===== src/rtl/ime_sad_ctrl.sv =====
// Full-search integer-motion-estimation SAD sequencer: issues 16-row comparisons per candidate, accumulates row SADs, keeps the best MV.
// Optional build macro IME_EARLY_TERM_EN: abort a candidate once its partial SAD reaches the current best.
module ime_sad_ctrl #(
    parameter int RANGE    = 8,
    parameter int PIPE     = 2,
    parameter int ROWSAD_W = 12,
    parameter int SAD_W    = 16,
    parameter int MV_W     = 5
) (
    input  logic                clk,
    input  logic                rst,
    input  logic                start,
    output logic                busy,
    output logic                done,
    output logic                issue,
    output logic                pe_roll,
    output logic [3:0]          cur_row,
    output logic [MV_W-1:0]     ref_x,
    output logic [MV_W-1:0]     ref_y,
    input  logic [ROWSAD_W-1:0] row_sad,
    output logic [MV_W-1:0]     best_mvx,
    output logic [MV_W-1:0]     best_mvy,
    output logic [SAD_W-1:0]    best_sad
);

    typedef enum logic [1:0] {
        S_IDLE  = 2'd0,
        S_SCAN  = 2'd1,
        S_DRAIN = 2'd2,
        S_DONE  = 2'd3
    } state_e;

    localparam logic [MV_W-1:0] MV_MIN   = MV_W'(-RANGE);
    localparam logic [MV_W-1:0] MV_MAX   = MV_W'(RANGE - 1);
    localparam logic [MV_W-1:0] MV_ONE   = MV_W'(1);
    localparam int              DRN_W    = (PIPE > 1) ? $clog2(PIPE) : 1;
    localparam logic [DRN_W-1:0] DRN_LAST = DRN_W'(PIPE - 1);
    localparam logic [DRN_W-1:0] DRN_ONE  = DRN_W'(1);
    localparam int              EXT_W    = SAD_W - ROWSAD_W;

    state_e            state_q, state_d;
    logic [DRN_W-1:0]  drn_q, drn_d;
    logic              issue_q, issue_d;
    logic              pe_roll_q, pe_roll_d;
    logic [3:0]        row_q, row_d;
    logic [MV_W-1:0]   x_q, x_d, y_q, y_d;
    logic              tag_q, tag_d;
    logic              busy_q, busy_d;
    logic              done_q, done_d;
    logic [SAD_W-1:0]  acc_q, acc_d;
    logic [SAD_W-1:0]  best_sad_q, best_sad_d;
    logic [MV_W-1:0]   best_x_q, best_x_d, best_y_q, best_y_d;

    // In-flight issue tracking; index PIPE-1 is the entry whose row_sad is present now
    logic [PIPE-1:0]   pv_q, pv_d;
    logic [PIPE-1:0]   pfirst_q, pfirst_d;
    logic [PIPE-1:0]   plast_q, plast_d;
    logic [PIPE-1:0]   ptag_q, ptag_d;
    logic [MV_W-1:0]   px_q [PIPE];
    logic [MV_W-1:0]   px_d [PIPE];
    logic [MV_W-1:0]   py_q [PIPE];
    logic [MV_W-1:0]   py_d [PIPE];

    logic [SAD_W-1:0]  row_ext_s;
    logic [SAD_W-1:0]  sum_s;
    logic              head_v_s;
    logic              head_tag_s;
    logic              abort_s;
    logic              cut_s;
    logic              cand_last_s;

    assign row_ext_s   = {{EXT_W{1'b0}}, row_sad};
    assign cand_last_s = (x_q == MV_MAX) && (y_q == MV_MAX);

    // Head-of-pipe result: running candidate sum and early-termination decision
    always_comb begin
        head_v_s   = pv_q[PIPE-1];
        head_tag_s = ptag_q[PIPE-1];
        if (pfirst_q[PIPE-1]) begin
            sum_s = row_ext_s;
        end else begin
            sum_s = acc_q + row_ext_s;
        end
`ifdef IME_EARLY_TERM_EN
        abort_s = head_v_s && !plast_q[PIPE-1] && (sum_s >= best_sad_q);
`else
        abort_s = 1'b0;
`endif
        cut_s = abort_s && issue_q && (tag_q == head_tag_s);
    end

    // Next-state, issue pointer, tracking pipeline and best-candidate update
    always_comb begin
        state_d    = state_q;
        drn_d      = drn_q;
        issue_d    = 1'b0;
        pe_roll_d  = 1'b0;
        row_d      = row_q;
        x_d        = x_q;
        y_d        = y_q;
        tag_d      = tag_q;
        acc_d      = acc_q;
        best_sad_d = best_sad_q;
        best_x_d   = best_x_q;
        best_y_d   = best_y_q;

        pv_d[0]     = issue_q && !cut_s;
        pfirst_d[0] = (row_q == 4'd0);
        plast_d[0]  = (row_q == 4'd15);
        ptag_d[0]   = tag_q;
        px_d[0]     = x_q;
        py_d[0]     = y_q;
        for (int k = 1; k < PIPE; k++) begin
            pv_d[k]     = pv_q[k-1] && !(abort_s && (ptag_q[k-1] == head_tag_s));
            pfirst_d[k] = pfirst_q[k-1];
            plast_d[k]  = plast_q[k-1];
            ptag_d[k]   = ptag_q[k-1];
            px_d[k]     = px_q[k-1];
            py_d[k]     = py_q[k-1];
        end

        if (head_v_s) begin
            acc_d = sum_s;
            // Strict compare keeps the earliest raster candidate on ties
            if (plast_q[PIPE-1] && (sum_s < best_sad_q)) begin
                best_sad_d = sum_s;
                best_x_d   = px_q[PIPE-1];
                best_y_d   = py_q[PIPE-1];
            end else begin
                best_sad_d = best_sad_q;
            end
        end else begin
            acc_d = acc_q;
        end

        case (state_q)
            S_IDLE: begin
                if (start) begin
                    state_d    = S_SCAN;
                    issue_d    = 1'b1;
                    pe_roll_d  = 1'b1;
                    row_d      = 4'd0;
                    x_d        = MV_MIN;
                    y_d        = MV_MIN;
                    tag_d      = 1'b0;
                    acc_d      = {SAD_W{1'b0}};
                    best_sad_d = {SAD_W{1'b1}};
                    best_x_d   = {MV_W{1'b0}};
                    best_y_d   = {MV_W{1'b0}};
                    pv_d       = {PIPE{1'b0}};
                    drn_d      = {DRN_W{1'b0}};
                end else begin
                    state_d = S_IDLE;
                end
            end
            S_SCAN: begin
                if (cut_s || (row_q == 4'd15)) begin
                    if (cand_last_s) begin
                        state_d = S_DRAIN;
                        drn_d   = {DRN_W{1'b0}};
                    end else begin
                        issue_d   = 1'b1;
                        pe_roll_d = 1'b1;
                        row_d     = 4'd0;
                        tag_d     = ~tag_q;
                        if (x_q == MV_MAX) begin
                            x_d = MV_MIN;
                            y_d = y_q + MV_ONE;
                        end else begin
                            x_d = x_q + MV_ONE;
                        end
                    end
                end else begin
                    issue_d = 1'b1;
                    row_d   = row_q + 4'd1;
                end
            end
            S_DRAIN: begin
                if (drn_q == DRN_LAST) begin
                    state_d = S_DONE;
                end else begin
                    drn_d = drn_q + DRN_ONE;
                end
            end
            S_DONE: begin
                state_d = S_IDLE;
            end
            default: begin
                state_d = S_IDLE;
            end
        endcase

        busy_d = (state_d == S_SCAN) || (state_d == S_DRAIN);
        done_d = (state_d == S_DONE);
    end

    // State and datapath registers
    always_ff @(posedge clk or negedge rst) begin
        if (!rst) begin
            state_q    <= S_IDLE;
            drn_q      <= {DRN_W{1'b0}};
            issue_q    <= 1'b0;
            pe_roll_q  <= 1'b0;
            row_q      <= 4'd0;
            x_q        <= {MV_W{1'b0}};
            y_q        <= {MV_W{1'b0}};
            tag_q      <= 1'b0;
            busy_q     <= 1'b0;
            done_q     <= 1'b0;
            acc_q      <= {SAD_W{1'b0}};
            best_sad_q <= {SAD_W{1'b1}};
            best_x_q   <= {MV_W{1'b0}};
            best_y_q   <= {MV_W{1'b0}};
            pv_q       <= {PIPE{1'b0}};
            pfirst_q   <= {PIPE{1'b0}};
            plast_q    <= {PIPE{1'b0}};
            ptag_q     <= {PIPE{1'b0}};
            px_q       <= '{default: '0};
            py_q       <= '{default: '0};
        end else begin
            state_q    <= state_d;
            drn_q      <= drn_d;
            issue_q    <= issue_d;
            pe_roll_q  <= pe_roll_d;
            row_q      <= row_d;
            x_q        <= x_d;
            y_q        <= y_d;
            tag_q      <= tag_d;
            busy_q     <= busy_d;
            done_q     <= done_d;
            acc_q      <= acc_d;
            best_sad_q <= best_sad_d;
            best_x_q   <= best_x_d;
            best_y_q   <= best_y_d;
            pv_q       <= pv_d;
            pfirst_q   <= pfirst_d;
            plast_q    <= plast_d;
            ptag_q     <= ptag_d;
            px_q       <= px_d;
            py_q       <= py_d;
        end
    end

    assign busy     = busy_q;
    assign done     = done_q;
    assign issue    = issue_q;
    assign pe_roll  = pe_roll_q;
    assign cur_row  = row_q;
    assign ref_x    = x_q;
    assign ref_y    = y_q;
    assign best_mvx = best_x_q;
    assign best_mvy = best_y_q;
    assign best_sad = best_sad_q;

endmodule


===== config.mk =====
export PLATFORM = sky130hd
export DESIGN_NAME = ime_sad_ctrl
export DESIGN_NICKNAME = d
export VERILOG_FILES = /design/src/rtl/ime_sad_ctrl.sv
export SDC_FILE = /design/constraint.sdc
export NUM_CORES = 1
export LEC_CHECK = 0
export CAP_MARGIN = 5
export CORE_MARGIN = 1.5
export CORE_UTILIZATION = 60
export CTS_CLUSTER_SIZE = 30
export DETAILED_ROUTE_END_ITERATION = 6
export PLACE_DENSITY_LB_ADDON = 0.12
export SLEW_MARGIN = 10
export SYNTH_ARGS = -nofsm -noshare
export SYNTH_HDL_FRONTEND = slang
export SYNTH_SLANG_ARGS = --single-unit

===== constraint.sdc =====
create_clock -name clk -period 10.1 [get_ports clk]
set_clock_uncertainty 0.2 [all_clocks]
set_input_delay 1.01 -clock clk [delete_from_list [all_inputs] [get_ports clk]]
set_output_delay 1.01 -clock clk [all_outputs]
set_load 0.02 [all_outputs]

### Word level (Yosys, flattened, before mapping)

Index checks and enable logic that the tools add are counted.

* add/sub/neg operators: 5
* order comparisons: 1
* equal/unequal tests: 15
* muxes and demuxes: 47
* reductions and logical operators: 11

Operators by type and width (count)
* $mux 16: 8
* $mux 5: 15
* $pmux 5 s2: 2
* $add 16x12->16: 1
* $lt 16x16->1: 1
* $mux 4: 3
* $add 5x1->5 const B: 2
* $eq 5x3->1 const B: 2
* $mux 2: 5
* $ne 2x2->1 const B: 5
* $mux 1: 9
* $eq 2x2->1 const B: 4
* $pmux 2 s4: 1
* $pmux 4 s2: 1
* $reduce_and 4->1: 2
* $reduce_and 5->1: 1
* $add 4x1->4 const B: 1
* $eq 2x1->1 const B: 2
* $eq 4x4->1 const B: 1
* $logic_not 4->1: 1
* $pmux 1 s2: 2
* $ne 3x3->1 const B: 1
* $pmux 1 s3: 1
* $reduce_and 3->1: 1
* other kinds (6): 7

* flip-flop bits (word level): 89
* output and inout bits: 44
* logic and storage cells: 99

### Longest topological paths before layout

* word-level depth: 8
* gate-level depth with buffers: 17

### Worst setup path before layout

No wires, ideal clock.

* path type: in2reg
* from: input port row_sad[0]
* to: register best_x_q[1], in the netlist best_mvx[1]
* setup time: 132 ps
* arrival time: 3779 ps
* data required time: 9768 ps
* slack: 5989 ps
* stages on the path: 16
* buffers on the path: 1
* path through: ha_1 > fa_1 > a21oi_1 > o21ai_0 > a21oi_1 > xnor2_1 > mux2i_1 > inv_1 > ha_1 > nand4_1 > a311oi_1 > nor4_1 > o21ai_1 > buf_4 > mux2i_1 > nor2_1

* word-level cells in the longest chain between the ends: 8

Ends and longest elaborated chain
* start, declared: RTL line 20 `input logic [ROWSAD_W-1:0] row_sad,`
* $add 16x12->16: RTL line 82 `sum_s = acc_q + row_ext_s;`
* $mux 16 (*): RTL line 79 `if (pfirst_q[PIPE-1]) begin`
* $lt 16x16->1 (*): RTL line 125 `if (plast_q[PIPE-1] && (sum_s < best_sad_q)) begin`
* $logic_and 1x1->1 (*): RTL line 125
* $mux 5 (*): RTL line 125
* $mux 5 (*): RTL line 122 `if (head_v_s) begin`
* $mux 5: RTL line 138 `if (start) begin`
* $mux 5 (*): RTL line 136 `case (state_q)`
* via best_x_d[1]: RTL line 52 `logic [MV_W-1:0] best_x_q, best_x_d, best_y_q, best_y_d;`
* end signal, assigned: RTL line 212 `best_x_q <= {MV_W{1'b0}};`
* end signal, assigned: RTL line 233 `best_x_q <= best_x_d;`
* end, declared: RTL line 52

The timed path passes the listed nets; every way through them passes the cells marked *.
A chain may end at the register's enable or synchronous reset.

### Worst setup path in the final report

* from: input port row_sad[0]
* to: register best_sad_q[10], in the netlist best_sad[10]

* word-level cells in the longest chain between the ends: 8

Ends and longest elaborated chain
* $add 16x12->16: RTL line 82
* $mux 16 (*): RTL line 79
* $lt 16x16->1: RTL line 125
* $logic_and 1x1->1: RTL line 125
* $mux 16 (*): RTL line 125
* $mux 16 (*): RTL line 122
* $mux 16: RTL line 138
* $mux 16 (*): RTL line 136
* via best_sad_d[10]: RTL line 51 `logic [SAD_W-1:0] best_sad_q, best_sad_d;`
* end signal, assigned: RTL line 211 `best_sad_q <= {SAD_W{1'b1}};`
* end signal, assigned: RTL line 232 `best_sad_q <= best_sad_d;`
* end, declared: RTL line 51

Marked as above.

==> out/qor.yml <==
fillCellCount: 563
run_status: "finished clean"
p_leak_nw: 2.601
hp-class: "register to register"
ant_nets: 0
antenna_cells: 0
whs_path_depth: 0
grt_max_degree: 86
drt-initial-drc-count: 278
start_kind: "input pin"
cp_top_family: "compound AO/OA/AOI/OAI gates"
dr_wl_met3_um: 467
coreArea_um2: 7647
critPathKind: "input pin to register"
grt_pass1_vias: 3530
via_count: 3601
numClockSinks: 89
ys_top_cells_by_area: "dfrtp_1, dfstp_2, ha_1, mux2i_1, a21oi_1"
setup_viol: 0
die_h_um: 91.66
drive_gt1_share_pct: 9.515
async_flop_share_pct: 100.0
critical-path-max-stage-delay_ps: 960
htreeDepth: 3
crit_arrival_ps: 5530
synth_top_area_share_pct: 38.74
timing.setup.tns_ps: 0
root_buffer: "clkbuf_8"
io_buffers: 58
hold-worst-slack_ps: 154.0
synth_edf_count: 0
rsz0062_at_grt: "false"
finalWirelength_mm: 9.827
worstHoldStart: "px_d[4]"
yosysMostFrequentCell: "dfrtp_1"
cts_buffers: 9
wire_per_inst_um: 15.93
die_x_um: 91.66
cp.required_ps: 10170
path_buf_inv: 2
cap_violations: 0
worstPathCellList: "clkdlybuf4s50_1, ha_1, fa_1, a21oi_1, o21ai_0, a21oi_1, xnor2_1, mux2i_1, inv_1, ha_1, nand4_1, a311oi_1, nor4_1, o21ai_4, nor2_2, a22oi_1"
regArea_um2: 2247
tritoncts: "built"
grt_pass1_wl_mm: 17.11
hpwlAfterDp_mm: 6.748
worst_pin_slew_ps: 1203
cp_slowest_cell: "o21ai_4"
fin_nets: 558
clock_latency_ps: 350
rr_endpoint: "best_sad[10]"
clock_path_buffers: 2
dpl-instance-area_um2: 5263
hold_viol: 0
power_mw: 1.605
power_density_nw_per_um2: 292.4
period_minus_slack_ps: 5460
period_share_pct: 54.06
wl_met1_mm: 4.591
top_layer: "met4"
synth_common_cells: "dfrtp_1, nand2_1, nor2_1, inv_1, a21oi_1"
end_kind: "register"
grt_overflow: 0
synth_area_per_cell_um2: 10.08
yosysUniqueCellTypes: 61
yosysWarnings: 0
track_usage_pct: 25.51
synth_ff_type: "dfrtp_1"
drc: 0
fmax_mhz: 183.1
clkTransAtPathRegs_ps: 90
syn_area_um2: 4716
post-cts-setup-buffer-count: 0
worst_ir_drop_vdd_mv: 0.1449
gp_congestion: 0.8413
hold_end: "px_q[4]"
design_area_um2: 5488
via_per_inst: 5.836
initial_core_util_pct: 61.67
dr_wl_met2_mm: 4.675
max_slew_margin_pct: 19.53
row_count: 32
path_max_fanout: 38
multi_input_area_um2: 2152
die_area_um2: 8401
syn_to_final_growth_pct: 16.37
r2r-start: "acc_q[0]"
r2r_slack_ps: 5380
r2r_cells: 15
netlist_instances: 468
slew_viol_final: 0
yosysSeqAreaShare_pct: 47.65
antenna_found_initial: 0
synth_fp_nets: 516
yosysTopAreaCell: "dfrtp_1"
ys_ff_latch: 89
cts.repair.resized: 0
hold_buffers: 0
first_pass_iters: 5
io_pins: 59
[layout make-up]
cell class / count / share of cell area (%)
Sequential cell: 89 / 40.95
Multi-Input combinational cell: 313 / 39.22
Inverter: 36 / 2.462
Tap cell: 102 / 2.326
Clock buffer: 10 / 2.326
Timing Repair Buffer: 61 / 10.94
Clock inverter: 6 / 1.778
[metrics by stage]
stage | utilization [%] | instances | setup slack, ps
after floorplan | - | 468 | 5989
after global placement | 68.82 | 601 | 4390
after detailed placement | 68.82 | 601 | 4350
after CTS | 71.76 | 617 | 4705
after global routing | 71.76 | 617 | 4357
final | 71.76 | 617 | 4640
[metal layers]
| metal | track usage, % | up-vias |
|---|---|---|
| li1 | - | 1721 |
| met2 | 40.30 | 108 |
| met4 | 7.422 | 0 |
| met1 | 35.88 | 1760 |
| met3 | 5.058 | 12 |
| met5 | 0 | - |
[worst max-delay path by stage]
stage                    start      endpoint  slack, ps  cells past startpoint
global route        row_sad[0]   best_mvy[0]       4360                     16
CTS                 row_sad[0]   best_mvy[3]       4710                     16
finish              row_sad[0]  best_sad[10]       4640                     16
floorplan           row_sad[0]   best_mvx[1]       5990                     16
global placement    row_sad[0]   best_mvx[3]       4390                     16
detailed placement  row_sad[0]   best_mvy[3]       4350                     16
[power breakdown]
group	switching, mW	internal (mW)	total (mW)
Combinational	0.433	0.346	0.778
Sequential	0.0749	0.476	0.550
Clock	0.133	0.143	0.276
[worst register-to-register path: stages, from the launching register on]
cell,delay (ps)
dfrtp_1,390
ha_1,210
fa_1,420
a21oi_1,250
o21ai_0,230
a21oi_1,230
xnor2_1,80
mux2i_1,260
inv_1,70
ha_1,300
nand4_1,130
a311oi_1,360
nor4_1,150
o21ai_4,960
nor2_2,140
a22oi_1,270
[cell usage in the layout, fill, tap and decap left out, drive strengths merged, types with 2 or more instances in the layout]
| cell type | synthesis | final |
|---|---|---|
| o211ai | 11 | 11 |
| and3 | 4 | 4 |
| a21o | 5 | 5 |
| nand4 | 2 | 2 |
| nand2b | 4 | 4 |
| a22oi | 4 | 4 |
| ha | 32 | 32 |
| o21a | 4 | 4 |
| a41oi | 2 | 2 |
| or2 | 2 | 2 |
| nor3 | 5 | 5 |
| clkdlybuf4s50 | 0 | 57 |
| and2 | 2 | 2 |
| o31a | 2 | 2 |
| nor4 | 4 | 4 |
| nand3b | 8 | 8 |
| a211oi | 8 | 8 |
| buf | 19 | 4 |
| a21oi | 34 | 34 |
| xnor2 | 8 | 8 |
| a31oi | 3 | 3 |
| nand3 | 9 | 9 |
| inv | 36 | 39 |
| dfstp | 16 | 16 |
| o21ai | 30 | 30 |
| o31ai | 7 | 7 |
| nor2 | 38 | 38 |
| clkbuf | 11 | 10 |
| dfrtp | 73 | 73 |
| mux2i | 20 | 20 |
| bufinv | 0 | 2 |
| nor3b | 3 | 3 |
| nand2 | 38 | 38 |
| xor2 | 2 | 2 |
| nor2b | 5 | 5 |
| and4 | 2 | 2 |
[logic make-up (layout without fill, tap and decap cells)]
group	Yosys count	count (layout)	synth area share, %
adders and majority gates	33	33	8.915
muxes	21	21	4.563
and+or+nand+nor	130	130	13.61
AOI/OAI and AO/OA	119	119	16.40
xor gates and xnor gates	10	10	1.857
buffers and inverters	66	113	7.004
DFF	89	89	47.65
[sequential cells by signal, summed over array words and instances, names as in the netlist, 2 cells and up]
name	flops
best_sad	16
acc_q	16
cur_row	4
ref_y	5
plast_q	2
state_q	2
px_d	5
py_q	5
best_mvy	5
best_mvx	5
ref_x	5
pv_q	2
py_d	5
pfirst_q	2
px_q	5
No activity file was read; power rests on OpenSTA's default activity.
